$ cat config.mk
export PLATFORM = sky130hd
export DESIGN_NAME = seq_frame_tx
export DESIGN_NICKNAME = d
export VERILOG_FILES = /design/src/rtl/seq_pkg.sv /design/src/rtl/seq_stuff_ctl.sv /design/src/rtl/seq_frame_tx.sv
export SDC_FILE = /design/constraint.sdc
export NUM_CORES = 1
export LEC_CHECK = 0
export BUFFER_PORTS_ARGS = -buffer_cell sky130_fd_sc_hd__buf_2
export CAP_MARGIN = 5
export CORE_ASPECT_RATIO = 1.5
export CORE_MARGIN = 8
export CORE_UTILIZATION = 56
export DETAILED_ROUTE_END_ITERATION = 8
export PLACE_DENSITY = 0.78
export SLEW_MARGIN = 20
export SYNTH_ARGS = -nofsm -noshare
export SYNTH_HDL_FRONTEND = slang
export SYNTH_SLANG_ARGS = --single-unit
export TNS_END_PERCENT = 5
$ cat constraint.sdc
create_clock -name clk -period 2.26 [get_ports clk]
set_clock_uncertainty 0.05 [all_clocks]
set_input_delay 0.452 -clock clk [delete_from_list [all_inputs] [get_ports clk]]
set_output_delay 0.452 -clock clk [all_outputs]
set_load 0.01 [all_outputs]
$ cat src/rtl/seq_pkg.sv
// rtl/seq_pkg.sv - shared types and constants for the serial frame transmitter
package seq_pkg;

    typedef enum logic [1:0] {
        IDLE = 2'd0,
        PRE  = 2'd1,
        DATA = 2'd2,
        GAP  = 2'd3
    } tx_state_t;

    localparam logic [3:0] PREAMBLE      = 4'b1101;
    localparam int         DATA_W        = 8;
    // Line history (oldest..newest) that would complete a false preamble on the next bit.
    localparam logic [2:0] STUFF_TRIGGER = 3'b110;

endpackage

$ cat src/rtl/seq_stuff_ctl.sv
// rtl/seq_stuff_ctl.sv - line-bit history and stuff decision
import seq_pkg::*;

module seq_stuff_ctl (
    input  logic clk,
    input  logic place,
    input  logic bit_val,
    input  logic clear,
    output logic stuff_next
);

    // hist[2] is the oldest bit, hist[0] the bit currently on the line.
    logic [2:0] hist;

    always_ff @(posedge clk) begin
        if (clear) begin
            hist <= 3'b000;
        end else if (place) begin
            hist <= {hist[1:0], bit_val};
        end
    end

    assign stuff_next = (hist == STUFF_TRIGGER);

endmodule

$ cat src/rtl/seq_frame_tx.sv
// rtl/seq_frame_tx.sv - preamble + bit-stuffed byte serializer with trailing gap
import seq_pkg::*;

module seq_frame_tx #(
    parameter int GAP_LEN = 2
) (
    input  logic              clk,
    input  logic              rst,
    input  logic              in_valid,
    input  logic [DATA_W-1:0] in_data,
    output logic              in_ready,
    output logic              dout,
    output logic              frame_start,
    output logic              stuff,
    output logic              busy
);

    localparam logic [2:0] DATA_LAST = 3'(DATA_W - 1);
    localparam logic [2:0] GAP_LAST  = 3'(GAP_LEN);

    // State describes the bit currently on dout; the _n values form the next bit.
    tx_state_t         state, state_n;
    logic [1:0]        pre_idx, pre_idx_n;
    logic [2:0]        data_cnt, data_cnt_n;
    logic [2:0]        gap_cnt, gap_cnt_n;
    logic [DATA_W-1:0] data_sr, data_sr_n;
    logic              dout_n, frame_start_n, stuff_n;
    logic [1:0]        pre_sel;
    logic              stuff_next;

    assign in_ready = (state == IDLE);
    assign busy     = (state != IDLE);
    assign pre_sel  = 2'd2 - pre_idx;

    always_comb begin
        state_n       = state;
        pre_idx_n     = pre_idx;
        data_cnt_n    = data_cnt;
        gap_cnt_n     = gap_cnt;
        data_sr_n     = data_sr;
        dout_n        = 1'b0;
        frame_start_n = 1'b0;
        stuff_n       = 1'b0;
        case (state)
            IDLE: begin
                if (in_valid) begin
                    state_n       = PRE;
                    pre_idx_n     = 2'd0;
                    data_sr_n     = in_data;
                    dout_n        = PREAMBLE[3];
                    frame_start_n = 1'b1;
                end
            end
            PRE: begin
                if (pre_idx == 2'd3) begin
                    // Preamble tail 1,0,1 can never trigger a stuff, so the first data bit goes straight out.
                    state_n    = DATA;
                    data_cnt_n = 3'd0;
                    dout_n     = data_sr[DATA_W-1];
                    data_sr_n  = {data_sr[DATA_W-2:0], 1'b0};
                end else begin
                    pre_idx_n = pre_idx + 2'd1;
                    dout_n    = PREAMBLE[pre_sel];
                end
            end
            DATA: begin
                if (data_cnt == DATA_LAST) begin
                    state_n   = GAP;
                    gap_cnt_n = 3'd1;
                end else if (stuff_next) begin
                    stuff_n = 1'b1;
                end else begin
                    dout_n     = data_sr[DATA_W-1];
                    data_sr_n  = {data_sr[DATA_W-2:0], 1'b0};
                    data_cnt_n = data_cnt + 3'd1;
                end
            end
            GAP: begin
                if (gap_cnt == GAP_LAST) begin
                    state_n   = IDLE;
                    gap_cnt_n = 3'd0;
                end else begin
                    gap_cnt_n = gap_cnt + 3'd1;
                end
            end
            default: state_n = IDLE;
        endcase
    end

    always_ff @(posedge clk) begin
        if (rst) begin
            state       <= IDLE;
            pre_idx     <= 2'd0;
            data_cnt    <= 3'd0;
            gap_cnt     <= 3'd0;
            data_sr     <= '0;
            dout        <= 1'b0;
            frame_start <= 1'b0;
            stuff       <= 1'b0;
        end else begin
            state       <= state_n;
            pre_idx     <= pre_idx_n;
            data_cnt    <= data_cnt_n;
            gap_cnt     <= gap_cnt_n;
            data_sr     <= data_sr_n;
            dout        <= dout_n;
            frame_start <= frame_start_n;
            stuff       <= stuff_n;
        end
    end

    seq_stuff_ctl u_stuff_ctl (
        .clk        (clk),
        .place      (state_n != IDLE),
        .bit_val    (dout_n),
        .clear      (rst || (state_n == IDLE)),
        .stuff_next (stuff_next)
    );

endmodule

==> metrics.csv, run 1 <==
stage,metric,value,unit
outcome,outcome,"complete, no violations",
cts,worst skew pair latency,320,ps
placed_design,placed insts,171,
critical_path,crit-path leading delay family,simple AND/OR/NAND/NOR gates,
synth,Synth top area share,36.1,%
critical_path,"Slowest-stage cell, CP",dfxtp_1,
min_path,Hold Path Depth,3,
global_routing,largest net degree at the start of global routing,24,
timing,"Min Clock Period, post-route",2040,ps
synth,sequential element share of the synthesized area,36.1,%
route,Routed Antenna Nets,0,
power,cell area power density,652,nW/µm²
global_routing,vias in the first global route,1126,
critical_path,worst path arrival time,2220,ps
power,Int Pwr,703,µW
power,net switching fraction of the power,25.6,%
synth,dominant cell type by area after synthesis,dfxtp_1,
timing,Final period util,90.2,%
flow_run,max-cap violation count,0,
power,Seq pwr share,49.3,%
cells_and_area,finished layout cell area,1450,µm²
critical_path,Crit path required time,2440,ps
cells_and_area,fillers,173,
synth,number of synthesized flops with an enable pin,0,
global_routing,initial antenna violation count,0,
route,routed len/inst,15.3,µm
critical_path,Reg2Reg Launch Point,state[1],
critical_path,CP cell instances,inv_1 -> ha_1 -> nor2b_4 -> nor2_2 -> a21oi_1 -> a311oi_1,
timing,Max Slew Vio Count,0,
critical_path,Setup Crit Path Kind,flop to flop,
cts,CTS tree,done,
power,maximum VDD drop,0.531,mV
placed_design,Port Buf Inserts,15,
route,total wire length,2670,µm
cts,post-cts sizing count,0,
placed_design,Post-Place Cell Area,1400,µm²
synth,Synth cell types,40,
cts,hold buffers post-CTS,0,
synth,Mean Syn Cell Area,9.50,µm²
floorplan,Initial Utilization,59.6,%
critical_path,CP bufs+invs,1,
critical_path,CP Launch Type,flop,
synth,mapped cell area,1330,µm²
power,Combinational Power Share,17.6,%
synth,Commonest cells post-synth,"dfxtp_1 (24), a21oi_1 (16), ha_1 (8), nand2_1 (8)",
cells_and_area,P&R area growth vs syn,8.84,%
placed_design,DP Wirelength,2090,µm
critical_path,CP max FO,15,
route,DRC errors left,0,
synth,synth top area cells,"dfxtp_1 (36%), ha_1 (7.5%), a21oi_1 (6.0%)",
cts,CTS sink count,24,
synth,ys async rst share,0,%
power,clock power share,33.1,%
cts,# H-tree levels,1,
floorplan,I/O Pins,16,
min_path,Hold Path Class,primary input to flop,
cts,Clock transition at path regs,130,ps
placed_design,gpl congestion,0.877,
timing,RSZ-0062 raised after global routing,false,
cells_and_area,share of post-route cells with drive strength above 1,21.1,%
critical_path,CP Capture Type,flop,
timing,achievable frequency,490,MHz
route,via/cell ratio,6.07,
cts,root buf cell,clkbuf_4,
cells_and_area,area of the multi-input gates,777,µm²
floorplan,die width,55.8,µm
critical_path,CP max stage delay,450,ps
cells_and_area,FF/Latch Area,480,µm²
critical_path,worst r2r path cells,6,
power,Pleak,0.563,nW
route,drt pass-1 iters,4,
synth,number of synthesized register bits,24,
critical_path,RR Endpoint,data_sr[4],
floorplan,core area,2230,µm²
cells_and_area,Post-Layout Cell Count,175,
global_routing,GRT Total Usage,13.1,%
cells_and_area,n_diodes,0,
global_routing,total congestion overflow,0,
floorplan,Die Ht,75.7,µm
min_path,WHS Endpoint,data_sr[0],
cts,# Post-CTS Setup Buffers,0,
floorplan,FP Rows,21,
timing,Final Hold Fails,0,
synth,Mapped Nets,159,
min_path,hold_sp,in_data[0],
global_routing,first-pass GRT wire length,4630,µm
synth,Post-Synthesis Cells,140,
cts,clk buf depth,2,
synth,yosys warns,0,
cells_and_area,nets@finish,172,
route,Initial DRC Count,10,
timing,final setup violation count,0,
route,vias,1063,
synth,top-count cell post-synth,dfxtp_1,
timing,post-route setup TNS,0,ps
floorplan,DIE AREA,4220,µm²
power,Net Switching,241,µW
timing,Rel. slew slack,65.2,%
synth,Post-synth top flop,dfxtp_1,
timing,Worst Max-Slew Pin Slew,521,ps
cts,Num CTS Buffers,3,
critical_path,FF-to-FF setup slack,220,ps
==> state kept, by name, indices dropped and copies added, names as in the netlist <==
| register | flops |
|---|---|
| dout | 1 |
| gap_cnt | 3 |
| stuff | 1 |
| data_cnt | 3 |
| data_sr | 8 |
| state | 2 |
| u_stuff_ctl.hist | 3 |
| pre_idx | 2 |
| frame_start | 1 |
==> worst max-delay path by stage <==
stage,end,start,cells after the start
2_1_floorplan,data_sr[5],state[1],8
3_3_place_gp,data_sr[4],state[1],6
3_5_place_dp,data_sr[4],state[1],6
4_1_cts,data_sr[4],state[1],6
5_1_grt,data_sr[4],state[1],6
6_report,data_sr[4],state[1],6
==> tightest hold or removal path, delay by kind of cell <==
kind / cells / cell delay [ps]
buffers and inverters: 1 / 100
AND/OR/NAND/NOR: 1 / 80
AO/OA/AOI/OAI: 1 / 60
==> power groups by stage <==
stage | logic, mW | clock network (mW) | registers, mW
6_report | 0.166 | 0.312 | 0.466
5_1_grt | 0.182 | 0.332 | 0.469
4_1_cts | 0.167 | 0.317 | 0.466
3_5_place_dp | 0.166 | 0 | 0.475
3_3_place_gp | 0.161 | 0 | 0.473
2_1_floorplan | 0.130 | 0 | 0.471
==> cell type report <==
type	instances	share of cell area [%]
Clock buffer	3	1.56
Clock inverter	1	2.07
Tap cell	23	1.99
Inverter	5	1.30
Timing Repair Buffer	17	6.22
Multi-Input combinational cell	102	53.7
Sequential cell	24	33.2
==> cells in the final DEF, fill, tap and decap left out, types with 2 or more instances in the layout <==
cell / netlist / routed
dfxtp_1: 24 / 24
a311oi_1: 7 / 7
buf_4: 2 / 2
clkbuf_4: 0 / 3
nand3_1: 3 / 3
nand3b_1: 2 / 2
a211o_1: 3 / 3
nand2b_1: 2 / 2
o31ai_1: 2 / 2
nor3b_2: 2 / 2
nand2_1: 8 / 8
inv_1: 5 / 5
nor2_1: 6 / 6
o21ai_0: 7 / 7
a211oi_1: 2 / 2
ha_1: 8 / 8
mux2i_1: 7 / 7
buf_2: 4 / 15
nor3_1: 4 / 4
and2_1: 4 / 4
a21oi_1: 16 / 16
o21ai_1: 2 / 2
nor2b_4: 2 / 2
==> per-stage QoR <==
stage	util (%)	setup slack, ps	power, mW	hold slack (ps)
floorplan	-	486	0.602	394
global placement	62.5	370	0.634	413
detailed placement	62.5	253	0.641	422
CTS	64.8	211	0.950	347
global route	64.8	20.5	0.983	340
finish	64.8	221	0.944	347
==> logic make-up (layout without fill, tap and decap cells) <==
family                     count (synthesis)  count (layout)  share of synthesized area (%)
adders and majority gates                  8               8                           7.53
and+or+nand+nor                           39              39                           18.3
AOI/OAI and AO/OA                         48              48                           27.3
DFF                                       24              24                           36.1
buffers and inverters                     14              26                           5.46
muxes                                      7               7                           5.27
==> layer usage <==
| metal | up-vias | track usage, % | share of wire, % |
|---|---|---|---|
| met4 | 0 | 7.69 | 2.7 |
| met5 | - | 0 | 0 |
| met2 | 17 | 26.8 | 54 |
| met1 | 496 | 11.6 | 41 |
| met3 | 8 | 2.67 | 2.3 |
| li1 | 542 | - | - |
(Power assumes the default switching activity.)
==> run 2, diff against run 1 <==
CORE_UTILIZATION = 50   (was 56)
PLACE_DENSITY = 0.71   (was 0.78)
SLEW_MARGIN = 15   (was 20)
==> run 2 against run 1 <==
Compared with the run above:
- non-clock buffer count is the same
- global-route usage grew 0.18 points
- final area grew 1.5%
- count of clock-buffer cells in the layout is the same
- sequential power is essentially flat
- routed wire length grew 3.5%
- fmax shrank 0.82%
- combinational power is essentially flat
- die area grew 8.9%
- first-iteration DRC count grew to 2.9 times the previous value
- largest power group unchanged
==> metrics.csv, run 2 (synthesis gave the netlist of run 1 again) <==
stage,metric,value,unit,change
critical_path,Reg2Reg Launch Point,state[1],,unchanged
critical_path,RR Endpoint,data_sr[6],,was data_sr[4]
cells_and_area,number of flip-flops in the largest register,8,,unchanged
timing,Worst Max-Slew Pin Slew,529,ps,was 521 ps
timing,Final Hold Fails,0,,unchanged
critical_path,FF-to-FF setup slack,200,ps,was 220 ps
route,vias,1078,,was 1063
flow_run,max-cap violation count,0,,unchanged
cells_and_area,share of post-route cells with drive strength above 1,21.1,%,unchanged
timing,Final WS setup,204,ps,was 221 ps
critical_path,CP max stage delay,440,ps,was 450 ps
placed_design,DP Wirelength,2170,µm,was 2090 µm
cells_and_area,n_diodes,0,,unchanged
cts,post-cts sizing count,0,,unchanged
power,Int Pwr,760,µW,was 703 µW
power,Total Power,1.01,mW,was 944 µW
power,Net Switching,249,µW,was 241 µW
critical_path,CP max FO,15,,unchanged
critical_path,Crit. Startpoint,state[1],,unchanged
timing,achievable frequency,486,MHz,was 490 MHz
route,routed len/inst,15.6,µm,was 15.3 µm
cells_and_area,finished layout cell area,1470,µm²,was 1450 µm²
floorplan,Die Ht,79.2,µm,was 75.7 µm
placed_design,pre-CTS setup slack,227,ps,was 253 ps
timing,Final period util,91.0,%,was 90.2%
cells_and_area,nets@finish,172,,unchanged
min_path,WHS Endpoint,data_sr[0],,unchanged
global_routing,total congestion overflow,0,,unchanged
cts,# Post-CTS Setup Buffers,0,,unchanged
critical_path,"Slowest-stage cell, CP",dfxtp_1,,unchanged
route,Initial DRC Count,29,,was 10
floorplan,Initial Utilization,51.4,%,was 59.6%
critical_path,CP Launch Type,flop,,unchanged
placed_design,Post-Place Cell Area,1400,µm²,about the same
critical_path,Setup Crit Path Kind,flop to flop,,unchanged
power,clock power share,37.4,%,was 33.1%
floorplan,FP Rows,23,,was 21
cells_and_area,P&R area growth vs syn,10.4,%,was 8.84%
cts,clk buf depth,2,,unchanged
cells_and_area,Largest Register,data_sr,,unchanged
cts,root buf cell,clkbuf_8,,was clkbuf_4
timing,"Min Clock Period, post-route",2060,ps,was 2040 ps
global_routing,largest net degree at the start of global routing,24,,unchanged
power,cell area power density,687,nW/µm²,was 652 nW/µm²
placed_design,gpl congestion,0.800,,was 0.877
route,Routed Antenna Nets,0,,unchanged
floorplan,I/O Pins,16,,unchanged
critical_path,CP cell instances,inv_1 -> ha_1 -> nor2b_4 -> nor2_2 -> a21oi_1 -> a311oi_1,,unchanged
outcome,outcome,"complete, no violations",,unchanged
cts,Num CTS Buffers,3,,unchanged
power,net switching fraction of the power,24.7,%,was 25.6%
timing,Max Slew Vio Count,0,,unchanged
global_routing,initial antenna violation count,0,,unchanged
route,total wire length,2770,µm,was 2670 µm
timing,Rel. slew slack,64.7,%,was 65.2%
min_path,Hold Path Depth,3,,unchanged
floorplan,DIE AREA,4600,µm²,was 4220 µm²
power,Combinational Power Share,16.4,%,was 17.6%
power,maximum VDD drop,0.610,mV,was 0.531 mV
route,drt pass-1 iters,4,,unchanged
power,Pleak,0.571,nW,was 0.563 nW
cells_and_area,"commonest non-fill, non-tap cell in the layout",dfxtp_1,,unchanged
cts,worst skew pair latency,270,ps,was 320 ps
cts,# H-tree levels,1,,unchanged
critical_path,worst r2r path cells,6,,unchanged
global_routing,vias in the first global route,1122,,was 1126
timing,RSZ-0062 raised after global routing,false,,unchanged
cts,Clock transition at path regs,80,ps,was 130 ps
power,Seq pwr share,46.1,%,was 49.3%
global_routing,first-pass GRT wire length,4890,µm,was 4630 µm
route,via/cell ratio,6.09,,was 6.07
cts,hold buffers post-CTS,0,,unchanged
floorplan,core area,2590,µm²,was 2230 µm²
critical_path,CP Capture Type,flop,,unchanged
min_path,hold_sp,in_data[0],,unchanged
critical_path,Crit path required time,2390,ps,was 2440 ps
route,DRC errors left,0,,unchanged
cells_and_area,most frequent cells in the layout,"dfxtp_1 (24), a21oi_1 (16), buf_2 (15), nand2_1 (8), ha_1 (8)",,unchanged
critical_path,worst path arrival time,2180,ps,was 2220 ps
timing,post-route setup TNS,0,ps,unchanged
timing,final setup violation count,0,,unchanged
cts,CTS tree,done,,unchanged
floorplan,die width,58.1,µm,was 55.8 µm
global_routing,GRT Total Usage,13.3,%,was 13.1%
min_path,Hold Path Class,primary input to flop,,unchanged
placed_design,Port Buf Inserts,15,,unchanged
cts,CTS sink count,24,,unchanged
run 2: power groups by stage:
stage                     logic [mW]  clock network, mW  registers [mW]
after detailed placement       0.167                  0           0.475
after global routing           0.186              0.405           0.469
after floorplan                0.130                  0           0.471
after CTS                      0.167              0.385           0.466
final                          0.166              0.378           0.466
after global placement         0.162                  0           0.473
run 2: cell type report:
class | instances | area, µm²
clock buffer | 3 | 41.3
clock inverter | 1 | 30.0
fill | 236 | 1120
inverter | 5 | 18.8
multi-input combinational | 102 | 777
sequential | 24 | 480
tap | 25 | 31.3
timing repair buffer | 17 | 90.1
run 2: per-stage QoR:
| step | utilization, % | instances | hold slack [ps] |
|---|---|---|---|
| finish | 56.7 | 177 | 433 |
| global route | 56.7 | 177 | 443 |
| CTS | 56.7 | 177 | 429 |
| detailed placement | 54.0 | 173 | 424 |
| global placement | 54.0 | 173 | 412 |
| floorplan | - | 140 | 394 |
run 2: worst max path at each step:
stage	end	depth (start not counted)
after global placement	data_sr[6]	6
after detailed placement	data_sr[6]	6
after CTS	data_sr[4]	6
final	data_sr[6]	6
after global routing	data_sr[3]	6
after floorplan	data_sr[5]	8
run 2: worst max-delay path, delay by kind of cell, from the launching register on:
kind | cells | cell delay, ps
compound gates | 2 | 420
buf+inv | 1 | 100
simple gates | 2 | 630
flops | 1 | 440
fa+ha+maj | 1 | 320
run 2: routing by layer:
| metal | vias up | wire [µm] | GRT usage [%] |
|---|---|---|---|
| met4 | 0 | 43 | 5.17 |
| met3 | 5 | 67 | 2.75 |
| met2 | 15 | 1470 | 25.3 |
| li1 | 541 | - | - |
| met1 | 517 | 1180 | 13.5 |
| met5 | - | 0 | 0 |
==> run 3, diff against run 2 <==
CTS_CLUSTER_SIZE = 40   (was unset)
SYNTH_HIERARCHICAL = 1   (was unset)
==> run 3 against run 2 <==
Compared with the run above:
- fmax down 2.4%
- utilization increased by 2.3 points
- synthesized cell count is 2.1% higher
- setup slack lost 51 ps
- non-clock buffer count grew 2
- sequential share of layout area is 0.60 points higher
- critical path depth grew 2
- via count down 0.74%
- largest power group unchanged
- flip-flop and latch count is the same
- final area down 1.5%
- critical path type unchanged
- count of clock-buffer cells in the layout stayed put
- final cell count up 3.4%
==> metrics.csv, run 3 <==
stage,metric,value,unit,change
outcome,outcome,"complete, no violations",,unchanged
synth,sequential element share of the synthesized area,37.5,%,was 36.1%
cts,clk buf depth,2,,unchanged
cts,# Post-CTS Setup Buffers,0,,unchanged
synth,Post-Synthesis Cells,143,,was 140
timing,RSZ-0062 raised after global routing,false,,unchanged
global_routing,vias in the first global route,1062,,was 1122
cells_and_area,P&R area growth vs syn,13.0,%,was 10.4%
critical_path,CP max stage delay,390,ps,was 440 ps
power,Total Power,962,µW,was 1.01 mW
critical_path,CP max FO,6,,was 15
route,total wire length,2610,µm,was 2770 µm
route,via/cell ratio,5.85,,was 6.09
synth,synth top area cells,"dfxtp_1 (38%), ha_1 (7.8%), mux2i_1 (7.8%)",,"was dfxtp_1 (36%), ha_1 (7.5%), a21oi_1 (6.0%)"
floorplan,DIE AREA,4470,µm²,was 4600 µm²
floorplan,Die Ht,78.0,µm,was 79.2 µm
timing,Max Slew Vio Count,0,,unchanged
cells_and_area,"commonest non-fill, non-tap cell in the layout",dfxtp_1,,unchanged
floorplan,Initial Utilization,52.2,%,was 51.4%
placed_design,Post-Place Cell Area,1380,µm²,was 1400 µm²
global_routing,GRT Total Usage,11.9,%,was 13.3%
synth,number of synthesized register bits,24,,unchanged
synth,Commonest cells post-synth,"dfxtp_1 (24), nor2_1 (19), mux2i_1 (10)",,"was dfxtp_1 (24), a21oi_1 (16), ha_1 (8), nand2_1 (8)"
synth,top-count cell post-synth,dfxtp_1,,unchanged
critical_path,"Slowest-stage cell, CP",dfxtp_2,,was dfxtp_1
critical_path,CP Capture Type,flop,,unchanged
cts,# H-tree levels,1,,unchanged
cts,hold buffers post-CTS,0,,unchanged
route,routed len/inst,14.3,µm,was 15.6 µm
critical_path,CP cell instances,inv_1 -> ha_1 -> nor2b_1 -> or3_1 -> a22oi_1 -> nand3_2 -> mux2i_1 -> nor2_1,,was inv_1 -> ha_1 -> nor2b_4 -> nor2_2 -> a21oi_1 -> a311oi_1
timing,achievable frequency,475,MHz,was 486 MHz
cells_and_area,Largest Register,data_sr,,unchanged
cells_and_area,nets@finish,179,,was 172
placed_design,gpl congestion,0.837,,was 0.800
placed_design,pre-CTS setup slack,137,ps,was 227 ps
route,Routed Antenna Nets,0,,unchanged
global_routing,first-pass GRT wire length,4390,µm,was 4890 µm
timing,"Min Clock Period, post-route",2110,ps,was 2060 ps
min_path,Hold Path Class,primary input to flop,,unchanged
cts,CTS sink count,24,,unchanged
synth,dominant cell type by area after synthesis,dfxtp_1,,unchanged
placed_design,DP Wirelength,1960,µm,was 2170 µm
floorplan,core area,2450,µm²,was 2590 µm²
timing,Worst Max-Slew Pin Slew,486,ps,was 529 ps
flow_run,max-cap violation count,0,,unchanged
floorplan,I/O Pins,16,,unchanged
synth,Synth top area share,37.5,%,was 36.1%
global_routing,initial antenna violation count,0,,unchanged
critical_path,FF-to-FF setup slack,150,ps,was 200 ps
timing,final setup violation count,0,,unchanged
cts,post-cts sizing count,0,,unchanged
floorplan,FP Rows,22,,was 23
route,vias,1070,,was 1078
route,Initial DRC Count,28,,was 29
cells_and_area,most frequent cells in the layout,"dfxtp_1 (23), nor2_1 (19), buf_2 (15), mux2i_1 (10)",,"was dfxtp_1 (24), a21oi_1 (16), buf_2 (15), nand2_1 (8), ha_1 (8)"
synth,Synth cell types,37,,was 40
route,drt pass-1 iters,5,,was 4
timing,Final Hold Fails,0,,unchanged
synth,mapped cell area,1280,µm²,was 1330 µm²
cts,Num CTS Buffers,3,,unchanged
timing,Final period util,93.2,%,was 91.0%
power,maximum VDD drop,0.457,mV,was 0.610 mV
critical_path,CP Launch Type,flop,,unchanged
synth,Post-synth top flop,dfxtp_1,,unchanged
synth,Mean Syn Cell Area,8.95,µm²,was 9.50 µm²
synth,Mapped Nets,162,,was 159
cts,worst skew pair latency,310,ps,was 270 ps
timing,Final WS setup,153,ps,was 204 ps
cells_and_area,share of post-route cells with drive strength above 1,20.8,%,was 21.1%
route,DRC errors left,0,,unchanged
synth,number of synthesized flops with an enable pin,0,,unchanged
cts,Clock transition at path regs,140,ps,was 80 ps
critical_path,Crit path required time,2440,ps,was 2390 ps
power,cell area power density,665,nW/µm²,was 687 nW/µm²
critical_path,Setup Crit Path Kind,flop to flop,,unchanged
cells_and_area,number of flip-flops in the largest register,8,,unchanged
critical_path,worst path arrival time,2280,ps,was 2180 ps
cts,CTS tree,done,,unchanged
synth,yosys warns,6,,was 0
synth,ys async rst share,0,%,unchanged
placed_design,Port Buf Inserts,15,,unchanged
timing,Rel. slew slack,67.3,%,was 64.7%
power,Pleak,0.609,nW,was 0.571 nW
cells_and_area,n_diodes,0,,unchanged
timing,post-route setup TNS,0,ps,unchanged
global_routing,total congestion overflow,0,,unchanged
global_routing,largest net degree at the start of global routing,22,,was 24
cells_and_area,finished layout cell area,1450,µm²,was 1470 µm²
floorplan,die width,57.3,µm,was 58.1 µm
cts,root buf cell,clkbuf_4,,was clkbuf_8
-- run 3: power breakdown --
group / switching [mW] / internal [mW] / total [mW]
registers: 0.0153 / 0.451 / 0.466
clock network: 0.135 / 0.179 / 0.314
logic: 0.101 / 0.0807 / 0.182
-- run 3: kinds of logic after synthesis --
logic type,after synthesis,synth area share [%]
simple gates,51,19.9
compound gates,35,21.2
flops,24,37.5
buf+inv,14,4.79
mux,11,8.70
fa+ha+maj,8,7.82
-- run 3: per-stage QoR --
step,utilization (%),instances,hold slack (ps)
6_report,59.0,183,318
5_1_grt,59.0,183,324
4_1_cts,58.5,183,308
3_5_place_dp,56.3,179,411
3_3_place_gp,56.3,179,408
2_1_floorplan,-,143,396
-- run 3: routing by layer --
layer / GRT usage, % / share of wire (%) / vias up
met5: 0 / 0 / -
met4: 4.79 / 1.8 / 0
met3: 2.15 / 3.8 / 6
met2: 22.8 / 53 / 22
met1: 11.9 / 42 / 505
li1: - / - / 537
-- run 3: worst max-delay path: cells and delay by family, from the launching register on --
family                   cells  cell delay, ps
AND/OR/NAND/NOR              4             800
flip-flops                   1             390
adder cells (fa/ha/maj)      1             260
AO/OA/AOI/OAI                1             260
multiplexers                 1             190
buffers and inverters        1              70
-- run 3: worst paths after layout --
check | endpoint | start | cells past startpoint
worst max-delay path | u_stuff_ctl/hist[2] | state[1] | 8
worst min-delay path | state[1] | in_valid | 2
worst max register to register | u_stuff_ctl/hist[2] | state[1] | 8
worst min register to register | data_sr[0] | data_sr[0] | 2
-- run 3: layout make-up --
cell class                 count  area, µm²
tap                           24       30.0
inverter                       7       26.3
sequential                    24        482
clock buffer                   3       22.5
multi-input combinational    105        751
fill                         230       1000
clock inverter                 1       30.0
timing repair buffer          19        105
